### src/rtl/fractal_sync_join.sv
// fractal_sync_join: matches two child barrier requests, resolves locally or forwards upward, and merges parent responses into one registered response port.
module fractal_sync_join #(
  parameter int LVL_W   = 4,
  parameter int ID_W    = 4,
  parameter int DST_W   = 4,
  parameter int TIMEOUT = 255
) (
  input  logic             clk_i,
  input  logic             rst_i,
  input  logic [1:0]       req_valid_i,
  input  logic [LVL_W-1:0] req_level_i [2],
  input  logic [ID_W-1:0]  req_id_i [2],
  output logic [1:0]       req_ready_o,
  output logic             up_valid_o,
  output logic [LVL_W-1:0] up_level_o,
  output logic [ID_W-1:0]  up_id_o,
  input  logic             up_ready_i,
  input  logic             par_wake_i,
  input  logic [DST_W-1:0] par_dst_i,
  input  logic             par_error_i,
  output logic             rsp_wake_o,
  output logic [DST_W-1:0] rsp_dst_o,
  output logic             rsp_error_o
);
  localparam int CW = TIMEOUT > 1 ? $clog2(TIMEOUT + 1) : 1;
  localparam logic [CW-1:0] TMAX = CW'(TIMEOUT > 0 ? TIMEOUT - 1 : 0);
  typedef enum logic [1:0] {IDLE, FWD, LOCAL} state_t;
  state_t state_q, state_d;
  logic [1:0] slot_v_q, slot_v_d, pend_clr_q, pend_clr_d, take, clr;
  logic [LVL_W-1:0] lvl_q [2];
  logic [ID_W-1:0] id_q [2];
  logic [CW-1:0] cnt_q, cnt_d;
  logic [DST_W-1:0] pend_dst_q, pend_dst_d, rsp_dst_q, rsp_dst_d;
  logic pend_err_q, pend_err_d, rsp_wake_q, rsp_wake_d, rsp_err_q, rsp_err_d;
  logic both, one, match, hit, go, emit;
  always_comb begin
    take = req_valid_i & ~slot_v_q;
    both = &slot_v_q;
    one = ^slot_v_q;
    match = lvl_q[0] == lvl_q[1] && id_q[0] == id_q[1] && lvl_q[0] != '0;
    // a request from the missing child arriving on the expiry cycle beats the timeout
    hit = TIMEOUT != 0 && state_q == IDLE && one && cnt_q == TMAX && take == 2'b00;
    go = state_q == IDLE && (both ? !(match && lvl_q[0] != LVL_W'(1)) : hit);
    pend_dst_d = go ? (both ? '1 : DST_W'(slot_v_q)) : pend_dst_q;
    pend_err_d = go ? !(both && match) : pend_err_q;
    pend_clr_d = go ? slot_v_q : pend_clr_q;
    emit = (go || state_q == LOCAL) && !par_wake_i;
    clr = emit ? pend_clr_d : (state_q == FWD && up_ready_i) ? 2'b11 : 2'b00;
    state_d = go ? (par_wake_i ? LOCAL : IDLE) :
              (state_q == IDLE && both) ? FWD :
              ((state_q == FWD && up_ready_i) || emit) ? IDLE : state_q;
    cnt_d = (state_q == IDLE && one && !hit) ? cnt_q + 1'b1 : '0;
    slot_v_d = (slot_v_q & ~clr) | take;
    rsp_wake_d = par_wake_i | emit;
    rsp_dst_d = par_wake_i ? par_dst_i : emit ? pend_dst_d : rsp_dst_q;
    rsp_err_d = par_wake_i ? par_error_i : emit ? pend_err_d : rsp_err_q;
  end
  always_ff @(posedge clk_i) begin
    if (rst_i) begin
      state_q <= IDLE;
      slot_v_q <= '0;
      cnt_q <= '0;
      pend_dst_q <= '0;
      pend_err_q <= 1'b0;
      pend_clr_q <= '0;
      rsp_wake_q <= 1'b0;
      rsp_dst_q <= '0;
      rsp_err_q <= 1'b0;
    end else begin
      state_q <= state_d;
      slot_v_q <= slot_v_d;
      cnt_q <= cnt_d;
      pend_dst_q <= pend_dst_d;
      pend_err_q <= pend_err_d;
      pend_clr_q <= pend_clr_d;
      rsp_wake_q <= rsp_wake_d;
      rsp_dst_q <= rsp_dst_d;
      rsp_err_q <= rsp_err_d;
    end
  end
  always_ff @(posedge clk_i) begin
    for (int i = 0; i < 2; i++) begin
      if (take[i]) begin
        lvl_q[i] <= req_level_i[i];
        id_q[i] <= req_id_i[i];
      end
    end
  end
  assign req_ready_o = ~slot_v_q;
  assign up_valid_o = state_q == FWD;
  assign up_level_o = lvl_q[0] - LVL_W'(1);
  assign up_id_o = id_q[0];
  assign rsp_wake_o = rsp_wake_q;
  assign rsp_dst_o = rsp_dst_q;
  assign rsp_error_o = rsp_err_q;
endmodule
### config.mk
export PLATFORM = sky130hd
export DESIGN_NAME = fractal_sync_join
export DESIGN_NICKNAME = d
export VERILOG_FILES = /design/src/rtl/fractal_sync_join.sv
export SDC_FILE = /design/constraint.sdc
export NUM_CORES = 1
export LEC_CHECK = 0
export BUFFER_PORTS_ARGS = -buffer_cell sky130_fd_sc_hd__buf_2
export CORE_UTILIZATION = 40
export DETAILED_ROUTE_END_ITERATION = 10
export PLACE_DENSITY = 0.65
export SLEW_MARGIN = 20
export SYNTH_ARGS = -nofsm -noshare
export SYNTH_HDL_FRONTEND = slang
export SYNTH_SLANG_ARGS = --single-unit
### constraint.sdc
create_clock -name clk_i -period 3.85 [get_ports clk_i]
set_input_delay 0.385 -clock clk_i [delete_from_list [all_inputs] [get_ports clk_i]]
set_output_delay 0.385 -clock clk_i [all_outputs]
set_load 0.01 [all_outputs]
==> results of run 1 <==
## worst max-delay path by stage
stage	to	slack, ns	startpoint
floorplan	rsp_dst_o[0]	1.82	req_valid_i[1]
global placement	slot_v_q[1]	1.85	req_valid_i[1]
detailed placement	rsp_dst_o[1]	1.75	lvl_q[0][2]
CTS	rsp_dst_o[1]	1.73	lvl_q[0][2]
global route	rsp_error_o	1.51	lvl_q[0][2]
finish	rsp_dst_o[1]	1.73	lvl_q[0][2]
## kinds of logic after synthesis
family	after synthesis
simple gates	68
flops	41
compound gates	31
buf+inv	18
xor+xnor	15
fa+ha+maj	5
## routing by layer
| layer | up-vias | track usage (%) |
|---|---|---|
| met1 | 614 | 22.2 |
| met3 | 7 | 4.76 |
| li1 | 706 | - |
| met5 | - | 0 |
| met2 | 28 | 25.2 |
| met4 | 0 | 6.67 |
## final cells by class
class,count,share of cell area [%]
Clock buffer,6,3.31
Timing Repair Buffer,44,10.2
Sequential cell,41,44.7
Inverter,8,1.37
Tap cell,52,2.97
Multi-Input combinational cell,119,35.9
Clock inverter,2,1.54
## cells in the final DEF, fill, tap and decap left out, drive strengths merged, types with 2 or more instances in the layout
cell type / synthesis / final
a211oi: 2 / 2
a21oi: 12 / 12
a2bb2oi: 2 / 2
a311oi: 2 / 2
a31oi: 2 / 2
and2: 2 / 2
and2b: 2 / 2
and3: 4 / 4
buf: 5 / 44
clkbuf: 5 / 6
dfxtp: 25 / 25
edfxtp: 16 / 16
ha: 5 / 5
inv: 8 / 8
nand2: 13 / 13
nand2b: 4 / 4
nand3: 5 / 5
nand4: 6 / 6
nor2: 19 / 19
nor2b: 2 / 2
nor3: 2 / 2
nor4: 2 / 2
o21ai: 3 / 3
o22ai: 2 / 2
o2bb2ai: 2 / 2
or3: 3 / 3
xnor2: 9 / 9
xor2: 6 / 6
## registers in the layout, summed over array words and instances, names as in the netlist
| register | count |
|---|---|
| state_q | 2 |
| pend_dst_q | 4 |
| id_q | 8 |
| rsp_error_o | 1 |
| slot_v_q | 2 |
| pend_clr_q | 2 |
| rsp_wake_o | 1 |
| cnt_q | 8 |
| pend_err_q | 1 |
| lvl_q | 8 |
| rsp_dst_o | 4 |
## power by group through the flow
stage	combinational [mW]	clock, mW	sequential, mW
floorplan	0.0648	0	0.498
global placement	0.101	0	0.498
detailed placement	0.101	0	0.499
CTS	0.101	0.345	0.489
global route	0.112	0.363	0.492
finish	0.0998	0.338	0.489
## critical path: cells and delay by family (launching register included)
family | cells | cell delay (ns)
xor+xnor | 1 | 0.22
simple gates | 3 | 0.96
compound gates | 2 | 0.34
flops | 1 | 0.47
## metrics by stage
stage / util [%] / setup slack, ns / power, mW / hold WS [ns] / area [sq um]
2_1_floorplan: - / 1.82 / 0.563 / 0.432 / 1860
3_3_place_gp: 47.3 / 1.85 / 0.599 / 0.441 / 2090
3_5_place_dp: 47.3 / 1.75 / 0.600 / 0.447 / 2090
4_1_cts: 49.7 / 1.73 / 0.936 / 0.252 / 2190
5_1_grt: 49.7 / 1.51 / 0.968 / 0.244 / 2190
6_report: 49.7 / 1.73 / 0.927 / 0.261 / 2190
==> impl_metrics.json, run 1 <==
{
  "status": "finished, final reports clean",
  "yosys.area_share.adder_pct": 3.37,
  "timing.max_slew.rel_slack_pct": 52.5,
  "dp.final_hpwl_mm": 2.71,
  "cells_after_synthesis": 178,
  "clock_tree.root_cell": "clkbuf_8",
  "powerDensity_mw_per_mm2": 423,
  "worstRegToRegCells": 6,
  "setup-tns-final_ns": 0,
  "antenna_found_initial": 0,
  "design.core.area_sq_mm": 0.00441,
  "period_needed_ns": 2.12,
  "detail_route.iter0.violations": 65,
  "die_width_um": 70.2,
  "drt_drc_violations_left": 0,
  "post_synth_xor_area_fraction_pct": 7.07,
  "num_vias": 1355,
  "antennaDiodeCount": 0,
  "filler_cell_count": 415,
  "synth.cell_area_sq_mm": 0.00186,
  "drive_gt1_share_pct": 26.4,
  "ys_top_cells_by_count": "dfxtp_1, nor2_1, edfxtp_1, nand2_1, a21oi_1",
  "cap_violations": 0,
  "regToRegStartpoint": "lvl_q[0][2]",
  "yosysTopAreaCell": "dfxtp_1",
  "cts_resized": 0,
  "globalRouteTotalUtil_pct": 16.6,
  "post_route_antenna_net_violation_count": 0,
  "ctsLongestPathBuffers": 2,
  "netlist.area_leader.share_pct": 26.9,
  "part_of_the_yosys_area_used_for_sequential_elements_pct": 52.8,
  "synthArstFlopShare_pct": 0,
  "post_synthesis_mux_area_share_pct": 0,
  "switching_power_mw": 0.216,
  "min_path_type": "in -> reg",
  "clock.fmax_ghz": 0.472,
  "max-vdd-ir-drop_mv": 0.184,
  "power_frac_comb_pct": 10.8,
  "worst-setup-path-type": "reg -> reg",
  "whs_endpoint": "id_q[0][1]",
  "min_path_cells": 1,
  "place.gp.congestion": 0.734,
  "route.met2.wl_mm": 1.71,
  "cts_setup_buffers": 0,
  "setup.worst_path.end_class": "flop",
  "timing.hold.worst.start": "req_id_i[5]",
  "path_cells": "xnor2_1 -> nand4_1 -> nor4_1 -> nor2_4 -> a221oi_2 -> a21oi_1",
  "global_route_wire_length_before_repair_mm": 6.33,
  "ctsHtreeMaxLevel": 2,
  "clock_insertion_delay_worst_skew_ns": 0.29,
  "avgSynthCellArea_sq_um": 10.4,
  "port_buffers": 43,
  "totalWireLength_mm": 3.70,
  "grt_start_max_net_pins": 22,
  "synth_fp_nets": 210,
  "p_seq_share_pct": 52.8,
  "worst_r2r_endpoint": "rsp_dst_o[1]",
  "drt-vias-per-instance": 4.98,
  "io-pin-count": 44,
  "wl_per_cell_um": 13.6,
  "setup_repair_after_global_routing_missed_its_margin": "no",
  "critPathSlowestCell": "nor4_1",
  "rrSetupSlack_ns": 1.73,
  "pwr-share-clk_pct": 36.4,
  "cts_hold_repair.buffers": 0,
  "fin_skew_ns": 0.00609,
  "synth_flop_cell": "dfxtp_1",
  "synthSimpleGateAreaFrac_pct": 20.4,
  "storage_element_area_sq_um": 981,
  "placedCellCount": 264,
  "critical_path_required_ns": 4.02,
  "multi_input_comb_area_sq_um": 787,
  "max_slew.worst_pin.slew_ns": 0.706,
  "synth_edf_count": 16,
  "layout-area-overhead-vs-synth_pct": 18.0,
  "synthMostInstantiatedCell": "dfxtp_1",
  "die_area_sq_mm": 0.00492,
  "ys_warn_count": 0,
  "met3RoutedLength_um": 142,
  "clock_sinks": 41,
  "timing.critical_path.arrival_ns": 2.29,
  "grt_pass1_vias": 1321,
  "numCtsBuffers": 5,
  "internal_power_mw": 0.711,
  "maximum_fanout_along_the_worst_path": 8,
  "timing_hold_violations_final": 0,
  "cp_slowest_stage_delay_ns": 0.66,
  "synth_top_family_by_area": "simple AND/OR/NAND/NOR gates",
  "finish.cell_count_without_fillers": 272,
  "fin_crit_sh_pct": 55.0,
  "drt_pass1_iterations": 4,
  "synth.ff_latch_count": 41,
  "cts_tree": "yes",
  "cts.reportedPaths.clkPinSlew_ns": 0.08,
  "grt_overflow": 0,
  "type_of_element_launching_the_critical_path": "flop",
  "synth_compound_area_share_pct": 11.5,
  "finalNetCount": 251,
  "p_leak_nw": 0.872,
  "fp.dieH_um": 70.2,
  "floorplan.initialDensity_pct": 42.1,
  "ys_top_cells_by_area": "dfxtp_1, edfxtp_1, xnor2_1, nor2_1, ha_1",
  "power.switching_fraction_pct": 23.3,
  "setup_viol": 0,
  "routed.top_layer": "met4",
  "synth.lib_cells_used.distinct": 43,
  "timing_max_transition_violations_final": 0,
  "met1Wirelength_mm": 1.79,
  "core.rowCount": 24
}
Note: power is estimated with default switching activity, not from simulation.
==> inputs of run 2 (changes only) <==
- ABC_AREA: unset -> 1
- clock period: 3.85 -> 2 ns (I/O delays scaled with it)
==> run 2 against run 1 <==
  * The flow now finishes with violations (DRC)
  * Combinational power up 150%
  * Setup slack worse by 1.6 ns
  * Synthesized cell count up 25%
  * Cell count up 21%
  * Sequential cell count unchanged
  * Die area up 1.9%
  * Power up 120%
  * Maximum frequency up 11%
  * Clock power up 140%
  * Critical path type unchanged
  * Critical endpoint is now rsp_dst_o[2]
==> impl_metrics.json, run 2 <==
{
  "status": "complete, but fails checks",
  "violations_in_the_final_reports": "DRC",
  "io-pin-count": 44,
  "min_path_type": "in -> reg",
  "fin_crit_sh_pct": 95.8,
  "timing.critical_path.arrival_ns": 2.15,
  "synth_flop_cell": "dfxtp_1",
  "finalWorstSetupSlack_ns": 0.0834,
  "clock_insertion_delay_worst_skew_ns": 0.30,
  "synth_fp_nets": 254,
  "layout-area-overhead-vs-synth_pct": 24.8,
  "setup.worst_path.end_class": "flop",
  "place_worst_setup_slack_ns": 0.0668,
  "synthMostInstantiatedCell": "nand2_1",
  "detail_route.iter0.violations": 108,
  "setup-tns-final_ns": 0,
  "drt_pass1_iterations": 7,
  "synthArstFlopShare_pct": 0,
  "synth.lib_cells_used.distinct": 26,
  "grt_pass1_vias": 1390,
  "antennaDiodeCount": 0,
  "fin_skew_ns": 0.0102,
  "ys_warn_count": 0,
  "post_route_antenna_net_violation_count": 0,
  "setup_viol": 0,
  "max-vdd-ir-drop_mv": 0.560,
  "clock_sinks": 41,
  "powerDensity_mw_per_mm2": 845,
  "numCtsBuffers": 5,
  "finalNetCount": 309,
  "worst-setup-path-type": "reg -> reg",
  "global_route_wire_length_before_repair_mm": 6.16,
  "die_area_sq_mm": 0.00501,
  "drt-vias-per-instance": 4.60,
  "avgSynthCellArea_sq_um": 8.53,
  "part_of_the_yosys_area_used_for_sequential_elements_pct": 51.8,
  "synth.cell_area_sq_mm": 0.00189,
  "cap_violations": 0,
  "design.core.area_sq_mm": 0.00444,
  "cts_hold_repair.buffers": 0,
  "biggestRegsByFlops": "cnt_q x8, id_q x8, lvl_q x8",
  "port_buffers": 43,
  "globalRouteTotalUtil_pct": 16.3,
  "drt_drc_violations_left": 6,
  "period_needed_ns": 1.92,
  "place.gp.congestion": 0.848,
  "synth.ff_latch_count": 41,
  "cts_tree": "yes",
  "ys_top_cells_by_area": "dfxtp_1, edfxtp_1, nand2_1, inv_1, nor2_1",
  "clock.fmax_ghz": 0.522,
  "timing.max_slew.rel_slack_pct": 75.8,
  "timing_hold_violations_final": 0,
  "maximum_fanout_along_the_worst_path": 7,
  "clock_tree.root_cell": "clkbuf_8",
  "ctsLongestPathBuffers": 2,
  "max_slew.worst_pin.slew_ns": 0.363,
  "p_leak_nw": 1.09,
  "num_vias": 1519,
  "ys_top_cells_by_count": "nand2_1, inv_1, dfxtp_1, nor2_1, edfxtp_1",
  "totalWireLength_mm": 3.98,
  "dp.final_hpwl_mm": 2.82,
  "final_cell_mix": "nand2_1, buf_2, inv_1",
  "yosysTopAreaCell": "dfxtp_1",
  "grt_start_max_net_pins": 18,
  "cts.reportedPaths.clkPinSlew_ns": 0.09,
  "post-route-util_pct": 53.2,
  "timing_max_transition_violations_final": 0,
  "drive_gt1_share_pct": 30.2,
  "grt_overflow": 0,
  "ctsHtreeMaxLevel": 2,
  "type_of_element_launching_the_critical_path": "flop",
  "critical_path_required_ns": 2.23,
  "cells_after_synthesis": 222,
  "netlist.area_leader.share_pct": 26.4,
  "antenna_found_initial": 0,
  "synth_edf_count": 16,
  "floorplan.initialDensity_pct": 42.6,
  "fp.dieH_um": 70.8,
  "most_common_cell_after_layout_fill_and_taps_aside": "nand2_1",
  "core.rowCount": 24,
  "wl_per_cell_um": 12.1,
  "die_width_um": 70.8
}
run 2: logic make-up (layout without fill, tap and decap cells):
logic type               after synthesis  after routing  synth area share (%)
XOR/XNOR                               8              8                  3.70
adder cells (fa/ha/maj)                5              5                  3.30
buffers and inverters                 39             95                  8.52
flip-flops                            41             41                  51.8
AO/OA/AOI/OAI                         23             23                  8.59
AND/OR/NAND/NOR                      106            106                  24.1
run 2: layout make-up:
| cell class | instances | area [sq um] |
|---|---|---|
| Inverter | 33 | 124 |
| Multi-Input combinational cell | 142 | 757 |
| Clock buffer | 5 | 68.8 |
| Fill cell | 413 | 2080 |
| Tap cell | 52 | 65.1 |
| Clock inverter | 3 | 68.8 |
| Timing Repair Buffer | 54 | 298 |
| Sequential cell | 41 | 983 |
run 2: layer usage:
layer  track usage (%)  vias up  share of wire, %
met5                 0        -                 0
met3              4.84        6               3.9
met1              21.4      678                48
li1                  -      806                 -
met2              25.1       29                46
met4              6.67        0               1.6
run 2: path summary, 6_finish.rpt:
kind | startpoint | endpoint | slack (ns) | cells after the start
worst max-delay path | slot_v_q[1] | rsp_dst_o[2] | 0.08 | 11
worst min register to register | rsp_dst_o[3] | rsp_dst_o[3] | 0.47 | 2
worst min-delay path | req_id_i[7] | id_q[0][3] | 0.07 | 1
worst max register to register | slot_v_q[1] | rsp_dst_o[2] | 0.08 | 11
run 2: what timing repair did:
item	CTS	global route
setup buffers	0	9
resized for setup	0	5
setup endpoints to repair	0	11
run 2: power by group:
part / internal, mW / switching (mW) / total, mW
Combinational: 0.101 / 0.148 / 0.249
Clock: 0.502 / 0.304 / 0.807
Sequential: 0.918 / 0.0245 / 0.942
Total: 1.52 / 0.476 / 2.00
run 2: worst max-delay path, stage by stage (launching register included):
cell,delay [ns]
dfxtp_2,0.35
ha_2,0.32
nand2_1,0.05
nor2_1,0.11
nand2_2,0.09
a21oi_4,0.19
nand2_4,0.10
buf_4,0.16
a21oi_4,0.16
buf_4,0.14
nand2_1,0.05
a31oi_1,0.12
run 2: metrics by stage:
| step | instances | cell area, sq um | hold WS, ns | power (mW) |
|---|---|---|---|---|
| 3_3_place_gp | 313 | 2150 | 0.377 | 1.19 |
| 6_report | 330 | 2360 | 0.0669 | 2.00 |
| 5_1_grt | 330 | 2360 | 0.0445 | 2.09 |
| 4_1_cts | 321 | 2290 | 0.0550 | 2.01 |
| 3_5_place_dp | 313 | 2150 | 0.379 | 1.19 |
| 2_1_floorplan | 222 | 1890 | 0.299 | 1.11 |
